==> src/rtl/count_up16_if.sv <==
// -----------------------------------------------------------------------------
// count_up16_if -- snapshot handshake bundle for count_up16.
//
// Carries the 4-phase snapshot request/acknowledge pair and the captured
// count value between a requester (master) and the counter (slave).
//   psnap_req : requester -> counter, snapshot request (held until ack rises)
//   psnap_ack : counter -> requester, high while a snapshot is held
//   psnap     : counter -> requester, captured count, stable while psnap_ack=1
// -----------------------------------------------------------------------------
interface count_up16_if #(
  parameter int WIDTH = 16
);
  logic             psnap_req;
  logic             psnap_ack;
  logic [WIDTH-1:0] psnap;

  modport master (
    output psnap_req,
    input  psnap_ack,
    input  psnap
  );

  modport slave (
    input  psnap_req,
    output psnap_ack,
    output psnap
  );
endinterface

==> src/rtl/count_up16.sv <==
// -----------------------------------------------------------------------------
// count_up16 -- loadable up-counter with terminal-count pulse and a
// snapshot port served by a 4-phase handshake.
//
// Ports:
//   pclk   : clock, all state changes on the rising edge
//   prstn  : asynchronous active-low reset
//   pset   : synchronous preset to all ones (highest priority)
//   pld    : synchronous load of pdin
//   pen    : count enable, +1 per cycle
//   pdin   : load value
//   pcnt   : registered count
//   ptc    : registered one-cycle terminal-count pulse
//   snap   : count_up16_if.slave -- psnap_req / psnap_ack / psnap
//
// Configuration:
//   COUNT_UP16_SAT_EN : when defined, an increment at all ones holds the count
//                       at all ones and ptc pulses only on the first such
//                       saturating increment; when undefined the count wraps
//                       to zero and ptc pulses on every wrap.
// -----------------------------------------------------------------------------
module count_up16 #(
  parameter int WIDTH = 16
) (
  input  logic             pclk,
  input  logic             prstn,
  input  logic             pset,
  input  logic             pld,
  input  logic             pen,
  input  logic [WIDTH-1:0] pdin,
  output logic [WIDTH-1:0] pcnt,
  output logic             ptc,
  count_up16_if.slave      snap
);

  localparam logic [WIDTH-1:0] ALL_ONES = {WIDTH{1'b1}};
  localparam logic [WIDTH-1:0] ALL_ZERO = {WIDTH{1'b0}};
  localparam logic [WIDTH-1:0] ONE      = {{(WIDTH-1){1'b0}}, 1'b1};

  typedef enum logic {
    IDLE = 1'b0,
    HELD = 1'b1
  } snap_state_t;

  logic [WIDTH-1:0] cnt_r;
  logic [WIDTH-1:0] cnt_nxt_s;
  logic             tc_r;
  logic             tc_nxt_s;
  logic [WIDTH-1:0] snap_r;
  logic             ack_r;
  snap_state_t      state_r;

`ifdef COUNT_UP16_SAT_EN
  // Remembers that the count already saturated, so ptc fires only once until
  // the count is rewritten by preset or load.
  logic             seen_r;
  logic             seen_nxt_s;
`endif

  // Next count and terminal-count pulse, priority pset > pld > pen > hold.
  always_comb begin
    cnt_nxt_s  = cnt_r;
    tc_nxt_s   = 1'b0;
`ifdef COUNT_UP16_SAT_EN
    seen_nxt_s = seen_r;
`endif
    if (pset) begin
      cnt_nxt_s  = ALL_ONES;
      tc_nxt_s   = 1'b0;
`ifdef COUNT_UP16_SAT_EN
      seen_nxt_s = 1'b0;
`endif
    end else if (pld) begin
      cnt_nxt_s  = pdin;
      tc_nxt_s   = 1'b0;
`ifdef COUNT_UP16_SAT_EN
      seen_nxt_s = 1'b0;
`endif
    end else if (pen) begin
      if (cnt_r == ALL_ONES) begin
`ifdef COUNT_UP16_SAT_EN
        cnt_nxt_s  = ALL_ONES;
        tc_nxt_s   = ~seen_r;
        seen_nxt_s = 1'b1;
`else
        cnt_nxt_s  = ALL_ZERO;
        tc_nxt_s   = 1'b1;
`endif
      end else begin
        cnt_nxt_s = cnt_r + ONE;
        tc_nxt_s  = 1'b0;
      end
    end else begin
      cnt_nxt_s = cnt_r;
      tc_nxt_s  = 1'b0;
    end
  end

  // Count and terminal-count registers.
  always_ff @(posedge pclk or negedge prstn) begin
    if (!prstn) begin
      cnt_r <= ALL_ZERO;
      tc_r  <= 1'b0;
    end else begin
      cnt_r <= cnt_nxt_s;
      tc_r  <= tc_nxt_s;
    end
  end

`ifdef COUNT_UP16_SAT_EN
  // Saturation-seen flag register.
  always_ff @(posedge pclk or negedge prstn) begin
    if (!prstn) begin
      seen_r <= 1'b0;
    end else begin
      seen_r <= seen_nxt_s;
    end
  end
`endif

  // Snapshot handshake FSM; captures the pre-edge count when a request is
  // seen in IDLE and holds it until the request drops.
  always_ff @(posedge pclk or negedge prstn) begin
    if (!prstn) begin
      state_r <= IDLE;
      ack_r   <= 1'b0;
      snap_r  <= ALL_ZERO;
    end else begin
      case (state_r)
        IDLE: begin
          if (snap.psnap_req) begin
            snap_r  <= cnt_r;
            ack_r   <= 1'b1;
            state_r <= HELD;
          end else begin
            ack_r   <= 1'b0;
            state_r <= IDLE;
          end
        end
        HELD: begin
          if (!snap.psnap_req) begin
            ack_r   <= 1'b0;
            state_r <= IDLE;
          end else begin
            ack_r   <= 1'b1;
            state_r <= HELD;
          end
        end
        default: begin
          ack_r   <= 1'b0;
          state_r <= IDLE;
        end
      endcase
    end
  end

  assign pcnt           = cnt_r;
  assign ptc            = tc_r;
  assign snap.psnap_ack = ack_r;
  assign snap.psnap     = snap_r;

endmodule

==> src/flat_wrapper.sv <==
// flat-port wrapper written by rule: the top's interface ports become plain ports
module count_up16_flat 
#(
  parameter int WIDTH = 16
)
  (pclk, prstn, pset, pld, pen, pdin, pcnt, ptc, snap_psnap_req, snap_psnap_ack, snap_psnap);
  count_up16_if #(.WIDTH(WIDTH)) snap_i ();
  input  logic pclk;
  input  logic prstn;
  input  logic pset;
  input  logic pld;
  input  logic pen;
  input  logic [WIDTH-1:0] pdin;
  output logic [WIDTH-1:0] pcnt;
  output logic ptc;
  input wire logic [$bits(snap_i.psnap_req)-1:0] snap_psnap_req;
  output wire logic [$bits(snap_i.psnap_ack)-1:0] snap_psnap_ack;
  output wire logic [$bits(snap_i.psnap)-1:0] snap_psnap;
  assign snap_i.psnap_req = snap_psnap_req;
  assign snap_psnap_ack = snap_i.psnap_ack;
  assign snap_psnap = snap_i.psnap;
  count_up16 #(.WIDTH(WIDTH)) u_core (.pclk(pclk), .prstn(prstn), .pset(pset), .pld(pld), .pen(pen), .pdin(pdin), .pcnt(pcnt), .ptc(ptc), .snap(snap_i));
endmodule
==> config.mk <==
export PLATFORM = sky130hd
export DESIGN_NAME = count_up16_flat
export DESIGN_NICKNAME = d
export VERILOG_FILES = /design/src/rtl/count_up16_if.sv /design/src/rtl/count_up16.sv /design/src/flat_wrapper.sv
export SDC_FILE = /design/constraint.sdc
export NUM_CORES = 1
export LEC_CHECK = 0
export ABC_AREA = 1
export BUFFER_PORTS_ARGS = -buffer_cell sky130_fd_sc_hd__buf_2
export CAP_MARGIN = 20
export CORE_ASPECT_RATIO = 0.6
export CORE_UTILIZATION = 40
export CTS_BUF_LIST = sky130_fd_sc_hd__clkbuf_16
export CTS_CLUSTER_DIAMETER = 200
export DETAILED_ROUTE_END_ITERATION = 7
export GPL_TIMING_DRIVEN = 0
export HOLD_SLACK_MARGIN = 0.12
export PLACE_DENSITY_LB_ADDON = 0.25
export RECOVER_POWER = 25
export SLEW_MARGIN = 20
export SYNTH_ARGS = -nofsm -noshare
export SYNTH_HDL_FRONTEND = slang
export SYNTH_SLANG_ARGS = --single-unit
==> constraint.sdc <==
create_clock -name pclk -period 1.4 [get_ports pclk]
set_input_delay 0.14 -clock pclk [delete_from_list [all_inputs] [get_ports pclk]]
set_output_delay 0.14 -clock pclk [all_outputs]
set_load 0.01 [all_outputs]
# Word level (Yosys, flattened, before mapping)
# Cells that the tools add are included.
word_totals:
  register_bits: 34
  elab_cells: 18
  inputBits: 22
classes:
  reduce_logical: 2
  mux: 9
  addsub: 1
  n_eq_ne: 1
  bitwise: 1
ops:
  columns: ["operator", "count"]
  rows:
  - ["16-bit 2-to-1 mux", 4]
  - ["16-bit by 1-bit adder with 16-bit output (second input constant)", 1]
  - ["16-bit equality test (second input constant)", 1]
  - ["1-bit 2-to-1 mux", 5]
  - ["3-bit nonzero test", 1]
  - ["2-bit AND reduction", 1]
  - ["1-bit NOT", 1]

# Depth between registers and ports, before layout
# Gate-level depths: netlist of the first run.
logic_depth:
  depth_word: 5
  depth_mapped: 9

# Worst setup path before layout of the first run
# Ideal clock, no wire load.
synth_timing:
  path_type: "reg2reg"
  from: "register u_core.cnt_r[1], in the netlist u_core.pcnt[1]"
  to: "register u_core.cnt_r[0], in the netlist u_core.pcnt[0]"
  path_slack_ns: -0.027
  path_buffers: 0
  arrival_time_ns: 1.308
  path_stages_with_launch: 9
  required_ns: 1.280
  synth_period_minus_slack_ns: 1.427
  cell_sequence: "dfrtp_1 > ha_1 > nand2_1 > nor2_4 > nand4_2 > nand2_2 > inv_2 > nand2_1 > a21oi_2"
synth_between:
  elab_chain_cells: 5
synth_lines:
  columns: ["element", "line_no", "source"]
  rows:
  - ["start, declared", "count_up16.sv:45", "logic [WIDTH-1:0] cnt_r;"]
  - ["start signal, assigned", "count_up16.sv:105", "cnt_r <= cnt_nxt_s;"]
  - ["16-bit equality test", "count_up16.sv:80", "if (cnt_r == ALL_ONES) begin"]
  - ["16-bit 2-to-1 mux", "count_up16.sv:80", null]
  - ["16-bit 2-to-1 mux", "count_up16.sv:79", "end else if (pen) begin"]
  - ["16-bit 2-to-1 mux", "count_up16.sv:73", "end else if (pld) begin"]
  - ["16-bit 2-to-1 mux", "count_up16.sv:67", "if (pset) begin"]
# Every way passes these cells. The select of a mux whose other input is x is not followed.
# A chain may end at the register's enable or synchronous reset.

# Worst setup path after layout of the first run
layout_timing:
  from: "register u_core.cnt_r[0], in the netlist u_core.pcnt[0]"
  to: "register u_core.cnt_r[12], in the netlist u_core.pcnt[12]"
layout_between:
  elab_chain_cells: 5
  word_cells_on_any_way: 6
layout_lines:
  columns: ["element", "line_no"]
  rows:
  - ["16-bit by 1-bit adder with 16-bit output or 16-bit equality test (tied branches)", "count_up16.sv:90, count_up16.sv:80"]
  - ["16-bit 2-to-1 mux (*)", "count_up16.sv:80"]
  - ["16-bit 2-to-1 mux (*)", "count_up16.sv:79"]
  - ["16-bit 2-to-1 mux (*)", "count_up16.sv:73"]
  - ["16-bit 2-to-1 mux (*)", "count_up16.sv:67"]
# Every way passes the cells marked *; elsewhere a longest branch is shown, timed or not. The select of a mux whose other input is x is not followed.

==> results of run 1 <==
==> through the flow <==
stage	util	TNS [ns]	hold slack, ns	cells	setup WS (ns)
5_1_grt	0.5847	-0.2350	0.1327	378	-0.05885
3_3_place_gp	0.4947	-1.149	0.2562	349	-0.1638
2_1_floorplan	-	0	-0.1556	232	0.01373
6_report	0.5847	0	0.1233	378	0.01237
4_1_cts	0.5558	-0.01065	0.1234	362	-0.006650
3_5_place_dp	0.4947	-1.186	0.2526	349	-0.1590
==> sequential cells by signal, indices dropped and copies added (netlist names) <==
name                   cells
u_core.ptc                 1
u_core.snap.psnap_ack      1
u_core.snap.psnap         16
u_core.pcnt               16
==> layer usage <==
| layer | routed length (um) | GRT usage |
|---|---|---|
| met1 | 2740 | 0.3442 |
| met2 | 2088 | 0.2739 |
| met3 | 475 | 0.07787 |
| met4 | 43 | 0.05442 |
| met5 | 0 | 0 |
==> kinds of logic after synthesis <==
| kind of cell | count (synthesis) | synth area share |
|---|---|---|
| XOR/XNOR | 3 | 0.01369 |
| AND/OR/NAND/NOR | 117 | 0.2816 |
| flip-flops | 34 | 0.4433 |
| multiplexers | 2 | 0.01173 |
| buffers and inverters | 31 | 0.07888 |
| AO/OA/AOI/OAI | 44 | 0.1643 |
| adder cells (fa/ha/maj) | 1 | 0.006518 |
==> power breakdown <==
part,internal [mW],total (mW),switching [mW]
Sequential,1.11,1.23,0.118
Combinational,0.382,0.927,0.546
Clock,1.02,1.46,0.435
Total,2.51,3.61,1.10
==> worst reg2reg max path, stage by stage, from the launching register on <==
cell and delay [ns]:
dfrtp_2 0.42, ha_4 0.16, nand2_4 0.06, nor2_4 0.15, buf_6 0.14, nand2_2 0.05
o21ai_2 0.13, nand3_2 0.09, a21oi_2 0.11
==> area by class of cell <==
type	instances	area, um^2
Multi-Input combinational cell	167	988.4
Clock inverter	3	68.82
Fill cell	439	1906
Buffer	7	51.30
Timing Repair Buffer	75	409.1
Clock buffer	5	125.1
Inverter	24	100.1
Sequential cell	34	860.8
Tap cell	63	78.83
==> cells in the final DEF (no fill, tap or decap), types with 3 or more instances in the layout <==
| master | instances |
|---|---|
| xor2_1 | 3 |
| dfrtp_2 | 8 |
| buf_2 | 34 |
| nand3_1 | 11 |
| nand2_1 | 52 |
| dfrtp_1 | 26 |
| clkbuf_16 | 5 |
| clkbuf_1 | 24 |
| a21oi_2 | 18 |
| o21ai_0 | 15 |
| nor2_4 | 6 |
| nand2_4 | 3 |
| inv_1 | 20 |
| nand4_1 | 5 |
| a22oi_2 | 3 |
| a21oi_1 | 3 |
| nor2_1 | 29 |
| buf_4 | 19 |
| nand2_2 | 6 |
==> what timing repair did <==
item,4_1_cts,5_1_grt
hold buffers,2,0
pin swaps,3,9
resized for setup,9,17
hold endpoints to repair,35,0
gates cloned,0,0
buffers inserted,3,16
setup endpoints to repair,12,12
==> worst paths after layout <==
check	startpoint	slack, ns	depth (start not counted)	endpoint
worst max-delay path	u_core.pcnt[0]$_DFFE_PN0P_	0.01	8	u_core.pcnt[12]$_DFFE_PN0P_
worst min-delay path	pen	0.12	3	u_core.ptc$_DFF_PN0_
worst max register to register	u_core.pcnt[0]$_DFFE_PN0P_	0.01	8	u_core.pcnt[12]$_DFFE_PN0P_
worst min register to register	u_core.snap.psnap[15]$_DFFE_PN0P_	0.49	2	u_core.snap.psnap[15]$_DFFE_PN0P_
max in group asynchronous	prstn	0.38	2	u_core.pcnt[13]$_DFFE_PN0P_
min in group asynchronous	prstn	0.48	2	u_core.snap.psnap_ack$_DFF_PN0_
==> summary.txt, run 1 <==
STA
  • Setup Skew: 0.005177 ns
  • Max-slew violations: 0
  • Slew @ Worst Pin: 0.7815 ns
  • Max-slew headroom: 0.4790
  • RSZ-0062 raised after global routing: true
  • Shortest period the worst path allows: 1.388 ns
  • Final Setup Violations: 0
  • Final worst-path cycle share: 0.9912
  • FMAX: 0.7207 GHz
  • Hold Vio Cnt, Final: 0

GRT
  • Initial antenna violation count: 0
  • GRT overflow: 0
  • GRT Util Overall: 0.2178
  • First-pass GRT wire length: 8231 um
  • Vias in the first global route: 1,615
  • Pin count of the biggest net entering global routing: 35

Synthesis
  • Synth area leader: dfrtp_1
  • Sequential fraction of the synthesis area: 0.4433
  • Synth Instances: 232
  • Yosys top cell area share: 0.4433
  • Distinct cells, synth: 32
  • Avg Inst Size Synth: 8.273 um^2
  • Most numerous cell in the Yosys netlist: nand2_1
  • Top area cells in the synthesized netlist: dfrtp_1 (44%), nand2_1 (11%), a21oi_2 (7.8%)
  • Commonest cells post-synth: nand2_1 (55), dfrtp_1 (34), nor2_1 (31)
  • Number of flops mapped to enable cells by yosys: 0
  • Post-synth net total: 255
  • Ys async rst share: 1.000
  • YS warnings: 0
  • Mapped cell area: 1919 um^2
  • Main flop type after synthesis: dfrtp_1
  • Synthesis-stage register bit count: 34

Cells and area
  • Final instance area: 2683 um^2
  • Fin nets: 337
  • # diodes: 0
  • Layout area overhead: 39.77%
  • Share of layout cells above drive strength 1: 0.3810

Pwr
  • Pwr Density: 1347 nW/um^2
  • Pleak: 1.294 nW
  • Worst vdd ir: 0.6083 mV
  • Total power: 3.613 mW

Floorplan
  • Num rows: 19
  • Total die area: 5088 um^2
  • Die X: 91.43 um
  • CORE AREA: 4588 um^2
  • DIE HEIGHT: 55.66 um
  • Initial core utilization: 0.4183
  • Io pins: 56

Outcome
  • Outcome: finished clean

Drt
  • Post-detailed-routing wire length: 5348 um
  • Drt first pass iters: 6
  • Initial DRC count: 157
  • DRC: 0
  • Via count: 1,839
  • Mean routed wirelength per cell: 14.15 um
  • Vias/cell: 4.865
  • Antenna Nets Post-Route: 0

Clock tree
  • Clk root buf: clkbuf_16
  • Clock transition at path regs: 0.06 ns
  • Latest clock arrival within the worst-skew pair: 0.29 ns
  • Htree depth: 2
  • Clk sinks: 34
  • Max clock buf depth: 2
  • Num CTS Buffers: 5
  • TritonCTS clock tree: done

Setup path
  • WP data arrival: 1.60 ns
  • Cell family with most CP delay: flip-flops
  • Type of origin of the critical path: flop
  • WP data required: 1.62 ns
  • Critical path cell sequence: ha_4 -> nand2_4 -> nor2_4 -> buf_6 -> nand2_2 -> o21ai_2 -> nand3_2 -> a21oi_2
  • Critical Path Fanout Max: 5
  • CP endpoint kind: flop
  • Crit-path max cell delay: 0.42 ns
  • Worst Path Buf+Inv: 1
  • CP max stage cell: dfrtp_2
  • Crit path kind: flop to flop

Placed design
  • Post-DP HPWL: 3655 um
  • Gpl congestion: 0.8497
  • Number of port buffers: 54
  • Placed Area: 2270 um^2

Run
  • Max-cap viol count: 0

Min path
  • HP Class: input port to flop
(Power assumes the default switching activity.)
==> run 2: changes to the inputs <==
==> constraint.sdc (replaced) <==
create_clock -name pclk -period 1.2 [get_ports pclk]
set_input_delay 0.12 -clock pclk [delete_from_list [all_inputs] [get_ports pclk]]
set_output_delay 0.12 -clock pclk [all_outputs]
set_load 0.01 [all_outputs]
==> summary.txt, run 2 (synthesis gave the netlist of run 1 again) <==
Outcome
  • Outcome: finished, violations left
  • Failing checks: setup timing

Cells and area
  • # diodes: 0 (unchanged)
  • Leading cell type in the layout, fill and taps excluded: nand2_1
  • Layout area overhead: 41.53%
  • Share of layout cells above drive strength 1: 0.4221 (+0.04113)
  • Final Util: 0.5920 (+0.007363)
  • Most frequent cells in the layout: nand2_1 (47), buf_2 (36), nor2_1 (28), dfrtp_1 (26), clkbuf_1 (21)
  • # fillers: 427 (-2.7%)
  • Fin nets: 330 (-2.1%)
  • Fin cells: 371 (-1.9%)

Min path
  • Hold path startpoint: pdin[2]
  • HP Class: input port to flop
  • Hold path depth: 3 (unchanged)
  • Min-Delay Endpoint: u_core.pcnt[2]$_DFFE_PN0P_

Floorplan
  • Die X: 91.43 um (unchanged)
  • Initial core utilization: 0.4183 (unchanged)
  • Total die area: 5088 um^2 (unchanged)
  • CORE AREA: 4588 um^2 (unchanged)
  • Io pins: 56 (unchanged)
  • DIE HEIGHT: 55.66 um (unchanged)
  • Num rows: 19 (unchanged)

Pwr
  • Pleak: 1.281 nW (-1.0%)
  • Pwr Density: 1489 nW/um^2 (+11%)
  • Worst vdd ir: 0.7431 mV (+22%)
  • Total power: 4.045 mW (+12%)

GRT
  • GRT Util Overall: 0.2227 (+0.004833)
  • GRT overflow: 0 (unchanged)
  • Initial antenna violation count: 0 (unchanged)
  • First-pass GRT wire length: 8556 um (+3.9%)
  • Pin count of the biggest net entering global routing: 35 (unchanged)
  • Vias in the first global route: 1,708 (+5.8%)

Drt
  • Mean routed wirelength per cell: 14.79 um (+4.6%)
  • Drt first pass iters: 4 (-2)
  • Post-detailed-routing wire length: 5488 um (+2.6%)
  • Via count: 1,809 (-1.6%)
  • Antenna Nets Post-Route: 0 (unchanged)
  • Vias/cell: 4.876 (+0.22%)
  • Initial DRC count: 117 (-25%)
  • DRC: 0 (unchanged)

STA
  • Hold Vio Cnt, Final: 0 (unchanged)
  • Final worst-path cycle share: 1.159 (+0.1683)
  • FMAX: 0.7187 GHz (-0.27%)
  • Final Setup Violations: 17 (+17)
  • Max-slew violations: 0 (unchanged)
  • Hold WS: 0.1274 ns (+0.004111 ns)
  • Shortest period the worst path allows: 1.391 ns (+0.003759 ns)
  • Slew @ Worst Pin: 0.7694 ns (-0.01207 ns)
  • RSZ-0062 raised after global routing: true
  • Setup WS post-layout: -0.1914 ns (-0.2038 ns)
  • Max-slew headroom: 0.4870 (+0.008045)
  • Setup Skew: 0.002876 ns (-0.002301 ns)

Clock tree
  • Max clock buf depth: 2 (unchanged)
  • Latest clock arrival within the worst-skew pair: 0.28 ns (about the same)
  • Htree depth: 2 (unchanged)
  • Clk sinks: 34 (unchanged)
  • TritonCTS clock tree: done
  • Clock transition at path regs: 0.06 ns (about the same)
  • Num CTS Buffers: 5 (unchanged)
  • Clk root buf: clkbuf_16

Setup path
  • Type of origin of the critical path: flop
  • CP endpoint kind: flop
  • Reg-to-reg startpoint: u_core.pcnt[0]$_DFFE_PN0P_
  • Crit path kind: flop to flop
  • Setup slack, reg-to-reg: -0.19 ns (-0.20 ns)
  • WP data required: 1.41 ns (-0.21 ns)
  • Critical Path Fanout Max: 5 (unchanged)
  • WP data arrival: 1.60 ns (about the same)
  • R2R depth: 8 (unchanged)
  • R2r endpoint: u_core.pcnt[12]$_DFFE_PN0P_

Placed design
  • Post-DP HPWL: 3729 um (+2.0%)
  • Gpl congestion: 0.8762 (+3.1%)
  • Cells after DPL: 349 (unchanged)
  • Number of port buffers: 54 (unchanged)

Run
  • Max-cap viol count: 0 (unchanged)
[run 2: area by class of cell]
type | count | area, um^2 | area share
multi-input cells | 167 | 1060 | 0.3901
flip-flops and latches | 34 | 860.8 | 0.3169
repair buffers | 68 | 382.9 | 0.1409
clock buffers | 5 | 125.1 | 0.04606
inverters | 24 | 110.1 | 0.04053
well taps | 63 | 78.83 | 0.02902
plain buffers | 7 | 53.80 | 0.01981
clock inverters | 3 | 45.04 | 0.01658
[run 2: timing repair]
item                       4_1_cts  5_1_grt
pin swaps                       13       17
resized for setup               28       22
setup endpoints to repair       17       19
setup buffers                    9        2
hold buffers                     3        0
hold endpoints to repair        36        0
gates cloned                     0        0
[run 2: power breakdown]
part           total [mW]  leakage (nW)  switching [mW]  internal [mW]
combinational        1.12         0.834           0.681          0.442
clock                1.49        0.0760           0.507          0.978
sequential           1.44         0.370           0.141           1.30
[run 2: metal layers]
metal | global-route usage | routed length (um) | vias to the layer above
li1 | - | - | 903
met1 | 0.3421 | 2838 | 831
met2 | 0.3190 | 2231 | 64
met3 | 0.04781 | 345 | 11
met4 | 0.04989 | 73 | 0
met5 | 0 | 0 | -
[run 2: worst max path at each step]
stage,startpoint,endpoint,cells after the start
after floorplan,u_core.pcnt[0]$_DFFE_PN0P_,u_core.pcnt[1]$_DFFE_PN0P_,8
final,u_core.pcnt[0]$_DFFE_PN0P_,u_core.pcnt[12]$_DFFE_PN0P_,8
after global placement,u_core.pcnt[0]$_DFFE_PN0P_,u_core.pcnt[0]$_DFFE_PN0P_,8
after global routing,u_core.pcnt[0]$_DFFE_PN0P_,u_core.pcnt[12]$_DFFE_PN0P_,8
after CTS,u_core.pcnt[0]$_DFFE_PN0P_,u_core.pcnt[12]$_DFFE_PN0P_,8
after detailed placement,u_core.pcnt[0]$_DFFE_PN0P_,u_core.pcnt[0]$_DFFE_PN0P_,8
[run 2: per-stage QoR]
stage	area, um^2	worst slack [ns]	setup TNS (ns)
after detailed placement	2275	-0.3413	-3.727
after global placement	2275	-0.3049	-3.304
final	2716	-0.1914	-2.480
after global routing	2716	-0.2609	-3.683
after CTS	2650	-0.1794	-1.817
after floorplan	1926	-0.1786	-1.897
[run 2: critical path: stages, from the launching register on]
cell and delay, ns:
dfrtp_1 0.42, ha_4 0.17, nand2_4 0.06, nor2_4 0.14, buf_6 0.14, nand2_4 0.05
o21ai_2 0.10, nand3_1 0.10, a21oi_1 0.13
